## src/rtl/fetch_stage_if.sv

```systemverilog
// Bundle of fetch-stage signals: hazard-unit controls, instruction-memory bus,
// execute-stage redirect and the IF/ID register outputs.
interface fetch_stage_if;
  logic        pc_en;
  logic        if_id_stall;
  logic        if_id_flush;
  logic        ihit;
  logic        halt;
  logic [31:0] imemload;
  logic        redirect_valid;
  logic [31:0] redirect_pc;
  logic        imemREN;
  logic [31:0] imemaddr;
  logic [31:0] if_id_instr;
  logic [31:0] if_id_npc;
  logic        if_id_valid;
  logic [31:0] fetch_count;

  // The fetch stage itself.
  modport master (
    input  pc_en, if_id_stall, if_id_flush, ihit, halt, imemload,
           redirect_valid, redirect_pc,
    output imemREN, imemaddr, if_id_instr, if_id_npc, if_id_valid, fetch_count
  );

  // Everything around the fetch stage: hazard unit, memory, execute, decode.
  modport slave (
    output pc_en, if_id_stall, if_id_flush, ihit, halt, imemload,
           redirect_valid, redirect_pc,
    input  imemREN, imemaddr, if_id_instr, if_id_npc, if_id_valid, fetch_count
  );
endinterface

```

## src/rtl/fetch_stage.sv

```systemverilog
// Instruction-fetch stage: program counter, pending redirect, IF/ID register.
// Optional fetch counter enabled by defining FETCH_PERF_CNT_EN.
module fetch_stage #(
  parameter logic [31:0] PC_INIT = 32'h0000_0000
) (
  input logic          CLK,
  input logic          nRST,
  fetch_stage_if.master bus
);

  typedef enum logic [1:0] {
    IDLE   = 2'd0,
    FETCH  = 2'd1,
    HALTED = 2'd2
  } state_t;

  state_t      state_q, state_d;
  logic [31:0] pc_q, pc_d;
  logic        pend_valid_q, pend_valid_d;
  logic [31:0] pend_pc_q, pend_pc_d;
  logic [31:0] instr_q, instr_d;
  logic [31:0] npc_q, npc_d;
  logic        valid_q, valid_d;
  logic [31:0] pc_plus4;
  logic [31:0] redirect_tgt;

  assign pc_plus4     = pc_q + 32'd4;
  assign redirect_tgt = {bus.redirect_pc[31:2], 2'b00};

  always_ff @(posedge CLK or negedge nRST) begin
    if (!nRST) begin
      state_q <= IDLE;
    end else begin
      state_q <= state_d;
    end
  end

  always_comb begin
    state_d = state_q;
    case (state_q)
      IDLE:    state_d = FETCH;
      FETCH:   if (bus.halt) state_d = HALTED;
      HALTED:  state_d = HALTED;
      default: state_d = IDLE;
    endcase
  end

  always_comb begin
    bus.imemREN  = (state_q == FETCH);
    bus.imemaddr = pc_q;
  end

  // A halt sampled in FETCH freezes the PC and discards any redirect that edge.
  always_comb begin
    pc_d         = pc_q;
    pend_valid_d = pend_valid_q;
    pend_pc_d    = pend_pc_q;
    if (state_q == FETCH && !bus.halt) begin
      if (bus.redirect_valid && bus.pc_en) begin
        pc_d         = redirect_tgt;
        pend_valid_d = 1'b0;
      end else if (bus.redirect_valid) begin
        pend_valid_d = 1'b1;
        pend_pc_d    = redirect_tgt;
      end else if (pend_valid_q && bus.pc_en) begin
        pc_d         = pend_pc_q;
        pend_valid_d = 1'b0;
      end else if (bus.pc_en) begin
        pc_d = pc_plus4;
      end
    end
  end

  always_comb begin
    instr_d = instr_q;
    npc_d   = npc_q;
    valid_d = valid_q;
    if (state_q != HALTED) begin
      if (bus.if_id_flush) begin
        instr_d = 32'h0;
        npc_d   = 32'h0;
        valid_d = 1'b0;
      end else if (bus.if_id_stall) begin
        instr_d = instr_q;
      end else if (bus.ihit && state_q == FETCH) begin
        instr_d = bus.imemload;
        npc_d   = pc_plus4;
        valid_d = 1'b1;
      end else begin
        instr_d = 32'h0;
        npc_d   = 32'h0;
        valid_d = 1'b0;
      end
    end
  end

  always_ff @(posedge CLK or negedge nRST) begin
    if (!nRST) begin
      pc_q         <= PC_INIT;
      pend_valid_q <= 1'b0;
      pend_pc_q    <= 32'h0;
      instr_q      <= 32'h0;
      npc_q        <= 32'h0;
      valid_q      <= 1'b0;
    end else begin
      pc_q         <= pc_d;
      pend_valid_q <= pend_valid_d;
      pend_pc_q    <= pend_pc_d;
      instr_q      <= instr_d;
      npc_q        <= npc_d;
      valid_q      <= valid_d;
    end
  end

  assign bus.if_id_instr = instr_q;
  assign bus.if_id_npc   = npc_q;
  assign bus.if_id_valid = valid_q;

`ifdef FETCH_PERF_CNT_EN
  logic [31:0] count_q, count_d;

  // Saturating count of instructions actually accepted by the pipeline.
  always_comb begin
    count_d = count_q;
    if (state_q == FETCH && bus.ihit && bus.pc_en && count_q != 32'hFFFF_FFFF) begin
      count_d = count_q + 32'd1;
    end
  end

  always_ff @(posedge CLK or negedge nRST) begin
    if (!nRST) begin
      count_q <= 32'h0;
    end else begin
      count_q <= count_d;
    end
  end

  assign bus.fetch_count = count_q;
`else
  assign bus.fetch_count = 32'h0;
`endif

endmodule

```

## src/flat_wrapper.sv

```systemverilog
// flat-port wrapper written by rule: the top's interface ports become plain ports
module fetch_stage_flat 
#(
  parameter logic [31:0] PC_INIT = 32'h0000_0000
)
  (CLK, nRST, bus_pc_en, bus_if_id_stall, bus_if_id_flush, bus_ihit, bus_halt, bus_imemload, bus_redirect_valid, bus_redirect_pc, bus_imemREN, bus_imemaddr, bus_if_id_instr, bus_if_id_npc, bus_if_id_valid, bus_fetch_count);
  fetch_stage_if bus_i ();
  input logic CLK;
  input logic nRST;
  input wire logic [$bits(bus_i.pc_en)-1:0] bus_pc_en;
  input wire logic [$bits(bus_i.if_id_stall)-1:0] bus_if_id_stall;
  input wire logic [$bits(bus_i.if_id_flush)-1:0] bus_if_id_flush;
  input wire logic [$bits(bus_i.ihit)-1:0] bus_ihit;
  input wire logic [$bits(bus_i.halt)-1:0] bus_halt;
  input wire logic [$bits(bus_i.imemload)-1:0] bus_imemload;
  input wire logic [$bits(bus_i.redirect_valid)-1:0] bus_redirect_valid;
  input wire logic [$bits(bus_i.redirect_pc)-1:0] bus_redirect_pc;
  output wire logic [$bits(bus_i.imemREN)-1:0] bus_imemREN;
  output wire logic [$bits(bus_i.imemaddr)-1:0] bus_imemaddr;
  output wire logic [$bits(bus_i.if_id_instr)-1:0] bus_if_id_instr;
  output wire logic [$bits(bus_i.if_id_npc)-1:0] bus_if_id_npc;
  output wire logic [$bits(bus_i.if_id_valid)-1:0] bus_if_id_valid;
  output wire logic [$bits(bus_i.fetch_count)-1:0] bus_fetch_count;
  assign bus_i.pc_en = bus_pc_en;
  assign bus_i.if_id_stall = bus_if_id_stall;
  assign bus_i.if_id_flush = bus_if_id_flush;
  assign bus_i.ihit = bus_ihit;
  assign bus_i.halt = bus_halt;
  assign bus_i.imemload = bus_imemload;
  assign bus_i.redirect_valid = bus_redirect_valid;
  assign bus_i.redirect_pc = bus_redirect_pc;
  assign bus_imemREN = bus_i.imemREN;
  assign bus_imemaddr = bus_i.imemaddr;
  assign bus_if_id_instr = bus_i.if_id_instr;
  assign bus_if_id_npc = bus_i.if_id_npc;
  assign bus_if_id_valid = bus_i.if_id_valid;
  assign bus_fetch_count = bus_i.fetch_count;
  fetch_stage #(.PC_INIT(PC_INIT)) u_core (.CLK(CLK), .nRST(nRST), .bus(bus_i));
endmodule
```

## config.mk

```make
export PLATFORM = sky130hd
export DESIGN_NAME = fetch_stage_flat
export DESIGN_NICKNAME = d
export VERILOG_FILES = /design/src/rtl/fetch_stage_if.sv /design/src/rtl/fetch_stage.sv /design/src/flat_wrapper.sv
export SDC_FILE = /design/constraint.sdc
export NUM_CORES = 1
export LEC_CHECK = 0
export CORE_AREA = 3 3 110 133
export DETAILED_ROUTE_END_ITERATION = 10
export DIE_AREA = 0 0 113 136
export HOLD_SLACK_MARGIN = 0.1
export PLACE_DENSITY = 0.9
export SKIP_LAST_GASP = 1
export SLEW_MARGIN = 30
export SYNTH_ARGS = -nofsm -noshare
export SYNTH_HDL_FRONTEND = slang
export SYNTH_SLANG_ARGS = --single-unit
```

## constraint.sdc

```tcl
create_clock -name CLK -period 2.3 [get_ports CLK]
set_clock_uncertainty 0.1 [all_clocks]
set_input_delay 0.69 -clock CLK [delete_from_list [all_inputs] [get_ports CLK]]
set_output_delay 0.69 -clock CLK [all_outputs]
set_load 0.1 [all_outputs]
```

==> results.py, run 1 <==
metrics = {
    "worst_setup_path": {
        "path_class": "flip-flop to flip-flop",
        "crit_required_ns": 2.50,
        "cp-end-kind": "flip-flop",
        "crit_arrival_ns": 2.36,
        "slowest_stage": "dfrtp_4",
        "crit_family": "simple AND/OR/NAND/NOR gates",
        "slowest_delay_ns": 0.50,
        "crit_chain": "ha_4 -> nand3_2 -> nor4_4 -> buf_4 -> nor3b_2 -> xnor2_1 -> o21ai_1",
        "start_kind": "flip-flop",
        "critPathMaxFanout": 10,
        "cp_num_buf_inv": 1,
    },
    "finish": {
        "syn_to_final_growth_pct": 53.8,
        "drive_above_1_share": 0.303,
        "postLayoutCoreUtil": 0.716,
        "layout_commonest_cell": "dfrtp_1",
        "nNetsFinal": 879,
        "layout_common_cells": "dfrtp_1 (102), buf_4 (75), buf_12 (73)",
        "fill_cells": 843,
        "multi_input_area_mm2": 0.00274,
        "regArea_mm2": 0.00325,
        "diodes": 0,
    },
    "floorplanning": {
        "fp-row-count": 46,
        "initial_utilization": 0.466,
        "die_y_um": 136,
        "die_area_mm2": 0.0154,
        "io_pins": 202,
        "dieWidth_um": 113,
        "core_mm2": 0.0134,
    },
    "global_routing": {
        "antenna_found_initial": 0,
        "grt_first_pass_wirelength_mm": 30.0,
        "grt_start_max_net_pins": 45,
        "grt_pass1_vias": 5770,
        "grt-ovfl-total": 0,
        "grt_use_total": 0.249,
    },
    "power_and_ir_drop": {
        "pwr-share-comb": 0.484,
        "power_frac_seq": 0.300,
        "ir_drop_v": 0.000866,
        "power.share.clock": 0.217,
        "leakage_nw": 4.26,
        "netSwitchingFraction": 0.457,
        "power_density_mw_per_mm2": 1320,
        "internal_power_mw": 6.85,
        "p_sw_mw": 5.76,
    },
    "outcome": {
        "status": "finished clean",
    },
    "detailed_routing": {
        "drc": 0,
        "routed_via_density": 5.60,
        "drt_wl_total_mm": 19.0,
        "firstDrtPassIters": 5,
        "vias": 5511,
        "drt_iter0_drc": 500,
        "antenna_left": 0,
        "wl_per_cell_um": 19.3,
    },
    "logic_synthesis": {
        "synth_edf_count": 0,
        "synth-async-reset-ratio": 1.00,
        "yosys.cell_types.count": 50,
        "seq_area_frac_synth": 0.511,
        "synth.avg_cell_area_um2": 10.2,
        "synth_area_mm2": 0.00622,
        "synth_flop_cell": "dfrtp_1",
        "synth_seq_cells": 127,
        "yosys_warnings": 0,
        "synth_cells": 610,
    },
    "timing": {
        "rsz0062_at_grt": "no",
        "min_period_over_period": 0.940,
        "hold_violations": 0,
        "max_freq_ghz": 0.462,
        "final-setup-viol-count": 0,
        "tightestPinTransition_ns": 0.508,
        "fin_ws_ns": 0.138,
        "slew_violations": 0,
        "relSlewSlack": 0.658,
        "fin_crit_ns": 2.16,
    },
    "clock_network": {
        "cts_root_buf": "clkbuf_16",
        "numCtsBuffers": 17,
        "clkLatencyLatePin_ns": 0.41,
        "clockBufferDepth": 2,
        "cts_tree": "yes",
        "clkSinkCount": 127,
        "h-tree-depth": 4,
        "cts.clk_slew.worst_paths_ns": 0.06,
    },
    "placed_design": {
        "dp_slack_ns": -0.149,
        "routabilityCongestion": 0.833,
        "dpl.hpwl_mm": 13.7,
        "port_buffers": 165,
    },
    "min_path": {
        "hold_path_class": "flip-flop to flip-flop",
    },
    "job": {
        "cap_violations": 0,
    },
}
-- routing by layer --
metal  vias to the layer above  track usage  routed length [um]
met5                         -            0                   0
met3                        64       0.0748                1590
met1                      2654        0.282                6830
met4                         0        0.138                 890
li1                       2494            -                   -
met2                       299        0.419                9700
-- power by group through the flow --
stage | sequential, mW | combinational (mW) | clock [mW]
finish | 3.78 | 6.10 | 2.73
global route | 3.87 | 6.35 | 2.87
CTS | 3.77 | 6.12 | 2.78
detailed placement | 3.79 | 6.10 | 0
global placement | 3.74 | 5.98 | 0
floorplan | 5.86 | 1.74 | 0
-- cell usage after synthesis, types with 3 or more instances --
cell type	n	area, um2
o21ai_1	4	20.0
clkbuf_1	32	120
nor3_1	5	25.0
buf_2	4	20.0
or3_1	3	18.8
buf_4	35	263
nand2_1	71	267
mux2_2	32	360
ha_1	4	50.1
and3_1	16	100
nand3_1	20	100
xor2_1	13	114
dfrtp_1	127	3180
inv_1	11	41.3
o211ai_1	5	37.5
nand4_1	6	37.5
o31a_1	8	70.1
a22o_1	36	315
xnor2_1	15	131
buf_1	5	18.8
nor2_1	19	71.3
a31oi_1	3	18.8
a21oi_1	36	180
o2bb2ai_1	4	35.0
o22ai_1	3	18.8
nor4_1	3	18.8
o21ai_0	59	295
and2_1	3	18.8
o21a_1	3	22.5
-- stage by stage --
stage | hold slack, ns | cell area [um2] | cells | setup TNS [ns] | total power [mW]
finish | 0.398 | 9570 | 984 | 0 | 12.6
CTS | 0.403 | 9560 | 983 | 0 | 12.7
detailed placement | 0.390 | 8940 | 950 | -6.18 | 9.89
floorplan | 0.294 | 6450 | 643 | -0.0915 | 7.59
global placement | 0.380 | 8940 | 950 | -2.61 | 9.72
global route | 0.412 | 9570 | 984 | 0 | 13.1
-- kinds of logic (layout without fill, tap and decap cells) --
kind of cell / after synthesis / in the layout / synth area share
flip-flops: 127 / 127 / 0.511
adder cells (fa/ha/maj): 4 / 4 / 0.00805
buffers and inverters: 87 / 260 / 0.0744
AND/OR/NAND/NOR: 159 / 159 / 0.131
other: 1 / 34 / 0.000603
multiplexers: 32 / 32 / 0.0579
AO/OA/AOI/OAI: 172 / 172 / 0.178
XOR/XNOR: 28 / 28 / 0.0394
-- worst paths after layout --
kind,from,to,slack [ns],cells past startpoint
max reg2reg,u_core.bus.imemaddr[2]$_DFFE_PN0P_,u_core.bus.if_id_npc[22]$_DFFE_PN0P_,0.14,7
min,u_core.pend_pc_q[29]$_DFFE_PN0P_,u_core.pend_pc_q[29]$_DFFE_PN0P_,0.40,1
max,u_core.bus.imemaddr[2]$_DFFE_PN0P_,u_core.bus.if_id_npc[22]$_DFFE_PN0P_,0.14,7
max in group asynchronous,nRST,u_core.bus.if_id_instr[27]$_DFFE_PN0P_,0.80,3
min in group asynchronous,nRST,u_core.bus.if_id_instr[2]$_DFFE_PN0P_,0.64,2
min reg2reg,u_core.pend_pc_q[29]$_DFFE_PN0P_,u_core.pend_pc_q[29]$_DFFE_PN0P_,0.40,1
-- final cells by class --
| class | count | share of cell area |
|---|---|---|
| sequential | 127 | 0.339 |
| multi-input combinational | 429 | 0.287 |
| timing repair buffer | 217 | 0.284 |
| clock buffer | 27 | 0.0557 |
| tap | 168 | 0.0220 |
| clock inverter | 5 | 0.00811 |
| inverter | 11 | 0.00432 |
-- registers in the layout (all words and copies together) (netlist names) --
signal / count
u_core.pend_valid_q: 1
u_core.bus.imemaddr: 30
u_core.bus.if_id_npc: 31
u_core.pend_pc_q: 30
u_core.bus.if_id_valid: 1
u_core.state_q: 2
u_core.bus.if_id_instr: 32
-- repair_timing --
item | 4_1_cts | 5_1_grt
setup buffers | 0 | 1
endpoints found under the hold margin | 19 | 0
hold buffers | 1 | 0
gates resized for setup | 0 | 1
setup endpoints to repair | 0 | 2
Power figures use the tool's default switching activity.
==> inputs of run 2 (changes only) <==
Settings changed: CORE_AREA 3 3 110 133 to 3 3 136 164, DIE_AREA 0 0 113 136 to 0 0 139 167, PLACE_DENSITY 0.9 to 0.66.
==> run 2 against run 1 <==
Effect of this change: utilization down 25 points; largest cell class unchanged; design area up 2.3%; register-to-register slack about the same; worst setup slack better by 0.011 ns; non-clock buffer count up 11; largest power group unchanged.
==> results.py, run 2 (synthesis results as in run 1) <==
metrics = {
    "finish": {
        "nNetsFinal": 890,
        "postLayoutCoreUtil": 0.468,
        "layout_common_cells": "dfrtp_1 (102), buf_4 (83), buf_12 (76)",
        "syn_to_final_growth_pct": 57.3,
        "diodes": 0,
        "layout_commonest_cell": "dfrtp_1",
        "largest_register_ffs": 32,
        "fill_cells": 1965,
        "drive_above_1_share": 0.317,
    },
    "global_routing": {
        "grt_first_pass_wirelength_mm": 29.3,
        "grt_pass1_vias": 5393,
        "grt_start_max_net_pins": 45,
        "grt_use_total": 0.158,
        "grt-ovfl-total": 0,
        "antenna_found_initial": 0,
    },
    "power_and_ir_drop": {
        "power_frac_seq": 0.297,
        "internal_power_mw": 6.75,
        "power.share.clock": 0.208,
        "leakage_nw": 4.31,
        "power_density_mw_per_mm2": 1280,
        "pwr-share-comb": 0.495,
        "ir_drop_v": 0.000596,
        "p_sw_mw": 5.76,
        "netSwitchingFraction": 0.461,
    },
    "timing": {
        "rsz0062_at_grt": "no",
        "min_period_over_period": 0.936,
        "slew_violations": 0,
        "fin_setup_tns_ns": 0,
        "max_freq_ghz": 0.465,
        "hold_violations": 0,
        "final-setup-viol-count": 0,
        "relSlewSlack": 0.665,
        "tightestPinTransition_ns": 0.498,
        "fin_crit_ns": 2.15,
    },
    "placed_design": {
        "dpl.hpwl_mm": 13.8,
        "port_buffers": 165,
        "routabilityCongestion": 0.781,
    },
    "detailed_routing": {
        "drt_wl_total_mm": 18.2,
        "routed_via_density": 4.82,
        "firstDrtPassIters": 5,
        "drt_iter0_drc": 299,
        "vias": 5287,
        "drc": 0,
        "antenna_left": 0,
        "wl_per_cell_um": 16.6,
    },
    "worst_setup_path": {
        "crit_arrival_ns": 2.38,
        "start_kind": "flip-flop",
        "reg2reg_from": "u_core.bus.imemaddr[2]$_DFFE_PN0P_",
        "path_class": "flip-flop to flip-flop",
        "cp-end-kind": "flip-flop",
        "critPathMaxFanout": 7,
        "crit_required_ns": 2.53,
        "reg2reg_to": "u_core.bus.imemaddr[28]$_DFFE_PN0P_",
        "reg2reg_depth": 7,
        "reg2reg_slack_ns": 0.15,
    },
    "outcome": {
        "status": "finished clean",
    },
    "floorplanning": {
        "io_pins": 202,
        "fp-row-count": 58,
        "die_area_mm2": 0.0232,
        "initial_utilization": 0.298,
        "die_y_um": 167,
        "core_mm2": 0.0209,
        "dieWidth_um": 139,
    },
    "clock_network": {
        "cts_root_buf": "clkbuf_16",
        "clockBufferDepth": 2,
        "h-tree-depth": 4,
        "numCtsBuffers": 17,
        "clkLatencyLatePin_ns": 0.42,
        "cts_tree": "yes",
        "cts.clk_slew.worst_paths_ns": 0.06,
        "clkSinkCount": 127,
        "postCtsSetupBuffers": 0,
        "ctsHoldBuffers": 0,
        "ctsResizeCount": 0,
    },
    "job": {
        "cap_violations": 0,
    },
    "min_path": {
        "hold_path_class": "input port to asynchronous set/reset pin",
    },
}
run 2: per-layer routing:
| layer | routed length [um] | GRT usage |
|---|---|---|
| met5 | 0 | 0 |
| met3 | 1000 | 0.0408 |
| met2 | 9130 | 0.267 |
| met1 | 7820 | 0.198 |
| met4 | 227 | 0.0468 |
run 2: final cells by class:
| cell class | count | area (um2) | area share |
|---|---|---|---|
| flip-flops and latches | 127 | 3250 | 0.332 |
| repair buffers | 228 | 2840 | 0.290 |
| multi-input cells | 429 | 2740 | 0.280 |
| clock buffers | 22 | 494 | 0.0505 |
| well taps | 270 | 338 | 0.0345 |
| clock inverters | 10 | 85.1 | 0.00870 |
| inverters | 11 | 41.3 | 0.00422 |
run 2: how the worst max path moves through the flow:
stage                                        start                              endpoint  slack [ns]  cells past startpoint
3_5_place_dp                             bus_pc_en   u_core.bus.imemaddr[19]$_DFFE_PN0P_       -0.17                      7
6_report        u_core.bus.imemaddr[2]$_DFFE_PN0P_   u_core.bus.imemaddr[28]$_DFFE_PN0P_        0.15                      7
5_1_grt         u_core.bus.imemaddr[2]$_DFFE_PN0P_  u_core.bus.if_id_npc[24]$_DFFE_PN0P_       0.006                      7
2_1_floorplan  u_core.bus.imemaddr[10]$_DFFE_PN0P_   u_core.bus.imemaddr[21]$_DFFE_PN0P_       -0.09                      6
4_1_cts         u_core.bus.imemaddr[2]$_DFFE_PN0P_  u_core.bus.if_id_npc[20]$_DFFE_PN0P_        0.12                      7
3_3_place_gp                              bus_halt      u_core.pend_pc_q[27]$_DFFE_PN0P_       -0.09                      7
run 2: critical path, stage by stage, from the launching register on:
cell,delay [ns]
dfrtp_4,0.49
ha_4,0.20
nand3_2,0.13
nor4_4,0.38
buf_4,0.21
nand4_2,0.13
o31a_1,0.27
o22ai_1,0.16
run 2: per-stage QoR:
| step | total power, mW | hold slack, ns | area (um2) | worst slack, ns | instances |
|---|---|---|---|---|---|
| after floorplan | 7.59 | 0.294 | 6450 | -0.0915 | 643 |
| after global placement | 9.91 | 0.381 | 9200 | -0.0861 | 1065 |
| after detailed placement | 9.99 | 0.389 | 9200 | -0.168 | 1065 |
| after CTS | 12.6 | 0.101 | 9780 | 0.120 | 1097 |
| after global routing | 13.1 | 0.111 | 9780 | 0.00641 | 1097 |
| final | 12.5 | 0.0901 | 9780 | 0.148 | 1097 |
run 2: power groups by stage:
stage	clock [mW]	combinational, mW	sequential (mW)
after floorplan	0	1.74	5.86
after global placement	0	6.19	3.71
after detailed placement	0	6.25	3.75
after CTS	2.67	6.25	3.72
after global routing	2.77	6.48	3.82
final	2.60	6.20	3.72
==> inputs of run 3 (changes only) <==
Settings changed: PLACE_DENSITY 0.66 to default.
==> run 3 against run 2 <==
Effect of this change: total power is 0.70% lower; hold slack improved by 0.30 ns; first-iteration DRC count fell by 13%; cell count is 1.0% lower; utilization fell by 0.53 points; non-clock buffer count decreased by 11; count of clock-buffer cells in the layout up 3; critical endpoint is now u_core.bus.imemaddr[27]$_DFFE_PN0P_; highest routed layer unchanged.
==> results.py, run 3 (synthesis results as in run 1) <==
metrics = {
    "global_routing": {
        "grt-ovfl-total": 0,
        "grt_pass1_vias": 5392,
        "grt_first_pass_wirelength_mm": 30.6,
        "grt_start_max_net_pins": 42,
        "grt_use_total": 0.164,
        "antenna_found_initial": 0,
    },
    "detailed_routing": {
        "antenna_left": 0,
        "drt_wl_total_mm": 18.5,
        "routed_via_density": 4.80,
        "wl_per_cell_um": 17.1,
        "firstDrtPassIters": 4,
        "drc": 0,
        "vias": 5214,
        "drt_iter0_drc": 260,
    },
    "finish": {
        "layout_common_cells": "dfrtp_1 (102), buf_12 (75), buf_4 (72)",
        "stdcell_count": 1086,
        "fin_area_mm2": 0.00967,
        "layout_commonest_cell": "dfrtp_1",
        "fill_cells": 1929,
        "postLayoutCoreUtil": 0.463,
        "largest_register_ffs": 32,
        "nNetsFinal": 879,
        "drive_above_1_share": 0.301,
        "diodes": 0,
        "syn_to_final_growth_pct": 55.5,
    },
    "worst_setup_path": {
        "startpoint": "u_core.bus.imemaddr[17]$_DFFE_PN0P_",
        "reg2reg_depth": 6,
        "start_kind": "flip-flop",
        "crit_family": "simple AND/OR/NAND/NOR gates",
        "crit_required_ns": 2.53,
        "reg2reg_to": "u_core.bus.imemaddr[27]$_DFFE_PN0P_",
        "reg2reg_slack_ns": 0.14,
        "critPathMaxFanout": 7,
        "crit_end": "u_core.bus.imemaddr[27]$_DFFE_PN0P_",
        "crit_chain": "nand4_1 -> nor4_4 -> buf_4 -> nand3_1 -> o31a_1 -> o22ai_1",
        "reg2reg_from": "u_core.bus.imemaddr[17]$_DFFE_PN0P_",
        "cp_num_buf_inv": 1,
        "slowest_delay_ns": 0.46,
        "cp-end-kind": "flip-flop",
        "cp_num_cells": 6,
        "crit_arrival_ns": 2.39,
        "slowest_stage": "dfrtp_4",
        "path_class": "flip-flop to flip-flop",
    },
    "floorplanning": {
        "core_mm2": 0.0209,
        "fp-row-count": 58,
        "io_pins": 202,
        "die_y_um": 167,
        "initial_utilization": 0.298,
        "die_area_mm2": 0.0232,
        "dieWidth_um": 139,
    },
    "job": {
        "cap_violations": 0,
    },
    "placed_design": {
        "placed_area_mm2": 0.00910,
        "routabilityCongestion": 0.813,
        "dp_cells": 1053,
        "port_buffers": 165,
        "dpl.hpwl_mm": 13.9,
    },
    "timing": {
        "slew_violations": 0,
        "final-setup-viol-count": 0,
        "hold_violations": 0,
        "hold_ws_ns": 0.395,
        "fin_crit_ns": 2.16,
        "rsz0062_at_grt": "no",
        "fin_setup_tns_ns": 0,
        "min_period_over_period": 0.941,
        "max_freq_ghz": 0.462,
    },
    "power_and_ir_drop": {
        "ir_drop_v": 0.000714,
        "power_density_mw_per_mm2": 1280,
        "leakage_nw": 4.26,
    },
    "min_path": {
        "hold_depth": 1,
        "hold_path_class": "flip-flop to flip-flop",
    },
    "clock_network": {
        "numCtsBuffers": 17,
        "cts_tree": "yes",
        "h-tree-depth": 4,
        "clkSinkCount": 127,
        "cts_root_buf": "clkbuf_16",
        "cts.clk_slew.worst_paths_ns": 0.05,
        "clkLatencyLatePin_ns": 0.42,
        "clockBufferDepth": 2,
    },
    "outcome": {
        "status": "finished clean",
    },
}
[run 3: timing repair]
item / CTS / global route
setup buffers: 0 / 0
setup endpoints to repair: 0 / 2
endpoints found under the hold margin: 32 / 0
gates resized for setup: 0 / 2
hold buffers: 1 / 0
[run 3: worst min path at each step]
stage                                                  endpoint  slack (ns)                        startpoint
after global routing            u_core.pend_pc_q[8]$_DFFE_PN0P_        0.41   u_core.pend_pc_q[8]$_DFFE_PN0P_
after floorplan           u_core.bus.if_id_instr[0]$_DFFE_PN0P_        0.29                              nRST
final                          u_core.pend_pc_q[29]$_DFFE_PN0P_        0.39  u_core.pend_pc_q[29]$_DFFE_PN0P_
after detailed placement       u_core.pend_pc_q[23]$_DFFE_PN0P_        0.39  u_core.pend_pc_q[23]$_DFFE_PN0P_
after CTS                      u_core.pend_pc_q[23]$_DFFE_PN0P_        0.40  u_core.pend_pc_q[23]$_DFFE_PN0P_
after global placement          u_core.pend_pc_q[8]$_DFFE_PN0P_        0.38   u_core.pend_pc_q[8]$_DFFE_PN0P_
[run 3: power by group]
group          switching [mW]  internal (mW)  leakage, nW  total, mW
clock network           0.953           1.56        0.271       2.51
registers               0.714           2.94         1.63       3.65
logic                    4.08           2.18         2.36       6.26
[run 3: per-layer routing]
layer | part of all wire | GRT usage | vias up
li1 | - | - | 2493
met1 | 0.43 | 0.216 | 2523
met2 | 0.50 | 0.265 | 180
met3 | 0.062 | 0.0388 | 18
met4 | 0.014 | 0.0566 | 0
met5 | 0 | 0 | -
[run 3: final cells by class]
cell class                      count  area (um2)  share of cell area
Inverter                           11        41.3             0.00427
Sequential cell                   127        3250               0.336
Tap cell                          270         338              0.0349
Clock buffer                       25         485              0.0502
Multi-Input combinational cell    429        2750               0.285
Clock inverter                      7        62.6             0.00647
Timing Repair Buffer              217        2740               0.284
[run 3: per-stage QoR]
stage / setup slack, ns / total power, mW
final: 0.136 / 12.4
after global routing: 0.0151 / 13.0
after CTS: 0.135 / 12.6
after detailed placement: -0.213 / 9.98
after global placement: -0.186 / 9.93
after floorplan: -0.0915 / 7.59
